[config.mk]
export PLATFORM = sky130hd
export DESIGN_NAME = quad_encoder_counter
export DESIGN_NICKNAME = d
export VERILOG_FILES = /design/src/rtl/quad_pkg.sv /design/src/rtl/quad_period_timer.sv /design/src/rtl/quad_encoder_counter.sv
export SDC_FILE = /design/constraint.sdc
export NUM_CORES = 1
export LEC_CHECK = 0
export CAP_MARGIN = 0
export CORE_ASPECT_RATIO = 1.2
export CORE_MARGIN = 2
export CORE_UTILIZATION = 38
export DETAILED_ROUTE_END_ITERATION = 8
export PLACE_DENSITY = 0.64
export SLEW_MARGIN = 20
export SYNTH_ARGS = -nofsm -noshare
export SYNTH_HDL_FRONTEND = slang
export SYNTH_HIERARCHICAL = 1
export SYNTH_SLANG_ARGS = --single-unit
[constraint.sdc]
create_clock -name clk -period 7.4 [get_ports clk]
set_input_delay 1.48 -clock clk [delete_from_list [all_inputs] [get_ports clk]]
set_output_delay 1.48 -clock clk [all_outputs]
set_load 0.01 [all_outputs]
[src/rtl/quad_pkg.sv]
// Shared definitions for the quadrature decoder: Gray phase codes, the phase
// type and the step classification used when comparing consecutive samples.
package quad_pkg;

   typedef logic [1:0] phase_t;

   localparam phase_t S00 = 2'b00;
   localparam phase_t S01 = 2'b01;
   localparam phase_t S11 = 2'b11;
   localparam phase_t S10 = 2'b10;

   typedef enum logic [1:0] {
      STEP_NONE    = 2'd0,
      STEP_FWD     = 2'd1,
      STEP_REV     = 2'd2,
      STEP_ILLEGAL = 2'd3
   } step_e;

   // Successor of a phase in the forward direction 00->01->11->10->00.
   function automatic phase_t next_fwd(input phase_t p);
      phase_t n;
      case (p)
         S00:     n = S01;
         S01:     n = S11;
         S11:     n = S10;
         default: n = S00;
      endcase
      return n;
   endfunction

   function automatic step_e decode_step(input phase_t prev, input phase_t cur);
      step_e res;
      res = STEP_NONE;
      if ((prev ^ cur) == 2'b11) begin
         res = STEP_ILLEGAL;
      end else if (prev != cur) begin
         res = (cur == next_fwd(prev)) ? STEP_FWD : STEP_REV;
      end
      return res;
   endfunction

endpackage

[src/rtl/quad_period_timer.sv]
// Measures CE ticks between consecutive valid steps; saturates when the
// encoder stalls and flags validity once two steps have been seen.
module quad_period_timer #(
   parameter int unsigned PERIOD_W = 24
) (
   input  logic                clk,
   input  logic                reset,
   input  logic                CE,
   input  logic                step,
   output logic [PERIOD_W-1:0] period,
   output logic                period_valid
);

   localparam logic [PERIOD_W-1:0] TICK_MAX = '1;

   logic [PERIOD_W-1:0] tick_q, tick_d;
   logic [PERIOD_W-1:0] period_q, period_d;
   logic                seen_q, seen_d;
   logic                valid_q, valid_d;
   logic                tick_sat_c;
   logic [PERIOD_W-1:0] tick_inc_c;

   // A tick arriving with the step closes the old interval, so the counter restarts at 0.
   always_comb begin
      tick_d     = tick_q;
      period_d   = period_q;
      seen_d     = seen_q;
      valid_d    = valid_q;
      tick_sat_c = (tick_q == TICK_MAX);
      tick_inc_c = (CE && !tick_sat_c) ? tick_q + PERIOD_W'(1) : tick_q;
      if (step) begin
         period_d = tick_inc_c;
         tick_d   = '0;
         seen_d   = 1'b1;
         if (seen_q) begin
            valid_d = 1'b1;
         end
      end else begin
         tick_d = tick_inc_c;
         if (tick_sat_c) begin
            period_d = TICK_MAX;
         end
      end
   end

   always_ff @(posedge clk or posedge reset) begin
      if (reset) begin
         tick_q   <= '0;
         period_q <= '0;
         seen_q   <= 1'b0;
         valid_q  <= 1'b0;
      end else begin
         tick_q   <= tick_d;
         period_q <= period_d;
         seen_q   <= seen_d;
         valid_q  <= valid_d;
      end
   end

   assign period       = period_q;
   assign period_valid = valid_q;

endmodule

[src/rtl/quad_encoder_counter.sv]
// Quadrature position decoder with error counting and period measurement.
// Define QUAD_BEAM_ZERO_EN to let a beam-break rising edge zero the position.
module quad_encoder_counter
   import quad_pkg::*;
#(
   parameter int unsigned POS_W    = 32,
   parameter int unsigned PERIOD_W = 24,
   parameter int unsigned ERR_W    = 8
) (
   input  logic                clk,
   input  logic                reset,
   input  logic                CE,
   input  logic                a,
   input  logic                b,
   input  logic                beam,
   input  logic                err_clr,
   output logic [POS_W-1:0]    position,
   output logic                dir,
   output logic                step,
   output logic [PERIOD_W-1:0] period,
   output logic                period_valid,
   output logic                homed,
   output logic                err_flag,
   output logic [ERR_W-1:0]    err_count
);

   phase_t           cur_ab_q, cur_ab_d;
   phase_t           prev_ab_q, prev_ab_d;
   logic             primed_q, primed_d;
   logic [POS_W-1:0] position_q, position_d;
   logic             dir_q, dir_d;
   logic             step_q, step_d;
   logic             err_flag_q, err_flag_d;
   logic [ERR_W-1:0] err_count_q, err_count_d;
   step_e            step_kind_c;
   logic             valid_step_c;
   logic             illegal_c;
   logic             beam_rise_c;

`ifdef QUAD_BEAM_ZERO_EN
   // [1:0] is the two-stage synchronizer, [2] holds the previous synced level.
   logic [2:0] beam_sync_q, beam_sync_d;
   logic       homed_q, homed_d;

   always_comb begin
      beam_sync_d = {beam_sync_q[1:0], beam};
      homed_d     = homed_q | beam_rise_c;
   end

   always_ff @(posedge clk or posedge reset) begin
      if (reset) begin
         beam_sync_q <= '0;
         homed_q     <= 1'b0;
      end else begin
         beam_sync_q <= beam_sync_d;
         homed_q     <= homed_d;
      end
   end

   assign beam_rise_c = beam_sync_q[1] & ~beam_sync_q[2];
   assign homed       = homed_q;
`else
   logic beam_unused_c;
   assign beam_unused_c = beam;
   assign beam_rise_c   = 1'b0;
   assign homed         = 1'b0;
`endif

   // The first sample after reset only primes prev_ab so startup never decodes.
   always_comb begin
      cur_ab_d     = {a, b};
      prev_ab_d    = prev_ab_q;
      primed_d     = primed_q;
      position_d   = position_q;
      dir_d        = dir_q;
      step_d       = 1'b0;
      err_flag_d   = err_flag_q;
      err_count_d  = err_count_q;
      step_kind_c  = decode_step(prev_ab_q, cur_ab_q);
      valid_step_c = primed_q && ((step_kind_c == STEP_FWD) || (step_kind_c == STEP_REV));
      illegal_c    = primed_q && (step_kind_c == STEP_ILLEGAL);

      if (!primed_q) begin
         prev_ab_d = {a, b};
         primed_d  = 1'b1;
      end else begin
         prev_ab_d = cur_ab_q;
      end

      if (valid_step_c) begin
         step_d = 1'b1;
         if (step_kind_c == STEP_FWD) begin
            position_d = position_q + POS_W'(1);
            dir_d      = 1'b1;
         end else begin
            position_d = position_q - POS_W'(1);
            dir_d      = 1'b0;
         end
      end

      if (beam_rise_c) begin
         position_d = '0;
      end

      if (err_clr) begin
         err_flag_d  = 1'b0;
         err_count_d = '0;
      end else if (illegal_c) begin
         err_flag_d = 1'b1;
         if (err_count_q != '1) begin
            err_count_d = err_count_q + ERR_W'(1);
         end
      end
   end

   always_ff @(posedge clk or posedge reset) begin
      if (reset) begin
         cur_ab_q    <= S00;
         prev_ab_q   <= S00;
         primed_q    <= 1'b0;
         position_q  <= '0;
         dir_q       <= 1'b0;
         step_q      <= 1'b0;
         err_flag_q  <= 1'b0;
         err_count_q <= '0;
      end else begin
         cur_ab_q    <= cur_ab_d;
         prev_ab_q   <= prev_ab_d;
         primed_q    <= primed_d;
         position_q  <= position_d;
         dir_q       <= dir_d;
         step_q      <= step_d;
         err_flag_q  <= err_flag_d;
         err_count_q <= err_count_d;
      end
   end

   quad_period_timer #(
      .PERIOD_W(PERIOD_W)
   ) u_period (
      .clk         (clk),
      .reset       (reset),
      .CE          (CE),
      .step        (valid_step_c),
      .period      (period),
      .period_valid(period_valid)
   );

   assign position  = position_q;
   assign dir       = dir_q;
   assign step      = step_q;
   assign err_flag  = err_flag_q;
   assign err_count = err_count_q;

endmodule

==> metrics.txt <==
status=finished, final reports clean; initial antenna violation count=0; antenna cells=0; Post-Syn Instances=624; GRT Resource Usage Total=17.0%; die area=0.0169 mm^2; Hold Crit Endpoint=u_period/period_valid; nets@finish=~730; # rows=50; clk_skew=9.30 ps; total congestion overflow=0; FF+latch count, synth=just under 100; CP startpoint kind=flop; reg2reg path depth=15; drt pass-1 iters=4; initial core utilization=about 39%; Die H=142 um; RSZ-0062 raised after global routing=false; P_leak=3.07 nW; Setup Buffers After CTS=0; Setup violations, final=0; Core ar.=0.0155 mm^2; Placer Congestion=0.865; Final ANT Viol Nets=0; pwr/cell area=around 410 mW/mm^2; Final Hold Vio Count=0; routed vias/inst=between 5 and 6; syn_nets=669; synth unique cells=between 70 and 80; RR Endpoint=position[26]; Async SR Flop Fraction=100%; synth warn=6; dominant synthesized flop cell=dfrtp_1; CTS clk-pin slew, worst paths=70 ps; I/O Buffers=between 70 and 80; # hold bufs at CTS=0; IO Pins=between 70 and 80; pin slew with the least headroom to its limit=just under 900 ps; HP Class=reg2reg; Hold Path Stages=1; min Tclk post-route=about 4200 ps; hold_sp=u_period/period_valid; largest net degree at the start of global routing=64; worst skew pair latency=~350 ps; post-CTS sizing=0; syn avg cell area=9.64 um^2; first-pass GRT wire length=23500 um; clock buffer depth=2; Rel. slew slack=between 40% and 50%; total negative slack=0 ps; detailed-route wire length=13800 um; clock sinks=98; mapped cell area=about 0.006 mm^2; CTS root buffer=clkbuf_16; Crit path required time=7620 ps; fmax=0.240 GHz; maxcap violations=0; Avg WL per Cell=approximately 15 um; Reg2Reg Launch Point=prev_ab_q[0]; die width=roughly 120 um; most frequent cells in the layout=98 x dfrtp_1, 73 x clkdlybuf4s50_1, 61 x a21oi_1, 57 x nor2_1, 56 x nand2_1; most common cell after layout, fill and taps aside=dfrtp_1; number of flops mapped to enable cells by yosys=0; H-tree depth=3; Num CTS Buffers=9; vias in the first global route=a little under 5000; via count=slightly below 5000; Power Total=~3 mW; CTS tree=built; WS Path Type=reg2reg; worst vdd ir=0.000146 V; dpl hpwl=around 9900 um; critical path endpoint category=flop; sequential cell area fraction in the yosys report=40.8%; max-slew violations=0; share of cells above drive strength 1=just under 9%; Critical Path AT=roughly 4400 ps; Residual DRC=0; Util after Layout=46.3%; Max FO, Critical Path=34; DR iter-0 viols=265; r2r setup slk=about 3200 ps; Area Overhead vs Synth=19.5%; fin crit share=a little under three fifths
-- synth_stat cells (5+ instances only) --
cell       number  share of area [%]
a21o_1         18                2.2
a21oi_1        61                5.1
a31oi_1         5               0.52
clkbuf_1       19                1.2
dfrtp_1        98                 41
ha_1           37                7.7
inv_1          16                1.0
mux2i_1         5               0.83
nand2_1        57                3.6
nand3_1        14                1.2
nand4_1        22                2.3
nor2_1         57                3.6
nor3_1          9               0.75
o2111ai_1       6               0.87
o21ai_0        39                3.2
xnor2_1        26                3.8
xor2_1         27                3.9
-- worst max path at each step --
stage                      start      endpoint  slack, ps  depth (start not counted)
floorplan           prev_ab_q[0]  position[26]       3450                         14
global placement     cur_ab_q[0]  position[26]       3300                         15
detailed placement  prev_ab_q[0]  position[26]       3250                         15
CTS                 prev_ab_q[0]  position[26]       3210                         15
global route        prev_ab_q[0]  position[26]       2880                         15
finish              prev_ab_q[0]  position[26]       3230                         15
-- state kept, by name, indices dropped and copies added, names as in the netlist, 2 cells and up --
name             flops
cur_ab_q             2
err_count            8
position            32
prev_ab_q            2
u_period/period     24
u_period/tick_q     24
-- per-layer routing --
layer,up-vias,track usage [%],wire (um)
li1,2387,-,-
met1,2337,20.9,6030
met2,98,30.0,7020
met3,24,2.65,511
met4,0,6.39,260
met5,-,0,0
-- power by group --
part / internal (mW) / switching (mW) / total, mW
registers: 0.684 / 0.123 / 0.807
logic: 0.780 / 0.892 / 1.67
clock network: 0.268 / 0.225 / 0.493
total: 1.73 / 1.24 / 2.97
-- cell type report --
type,instances,area [um^2]
fillers,1528,8330
multi-input cells,481,3340
flip-flops and latches,98,2450
repair buffers,76,753
well taps,208,260
clock buffers,9,225
clock inverters,7,83.8
inverters,17,66.3
-- critical path, stage by stage (launching register included) --
cell	delay [ps]
dfrtp_1	410
xnor2_1	230
inv_1	70
ha_1	240
nor4_1	520
inv_1	80
buf_4	280
ha_1	390
nor2b_2	180
o2111ai_1	270
a211oi_2	170
o41ai_4	470
o31ai_4	170
a221oi_2	300
xor2_1	170
o21ai_1	70
-- logic make-up (layout without fill, tap and decap cells) --
group	after synthesis	count (layout)	synth area share (%)
mux	9	9	1.58
fa+ha+maj	38	38	8.03
compound gates	175	175	19.9
xor+xnor	53	53	7.72
flops	98	98	40.8
other cells	2	2	0.125
simple gates	204	204	18.2
buf+inv	45	109	3.68
-- per-stage QoR --
stage                     setup WS, ps  hold WS [ps]  instances  instance area [um^2]
after floorplan                   3450           437        624                  6010
after global placement            3300           443        880                  6870
after detailed placement          3250           451        880                  6870
after CTS                         3210           467        896                  7180
after global routing              2880           487        896                  7180
final                             3230           465        896                  7180
Note: power is estimated with default switching activity, not from simulation.
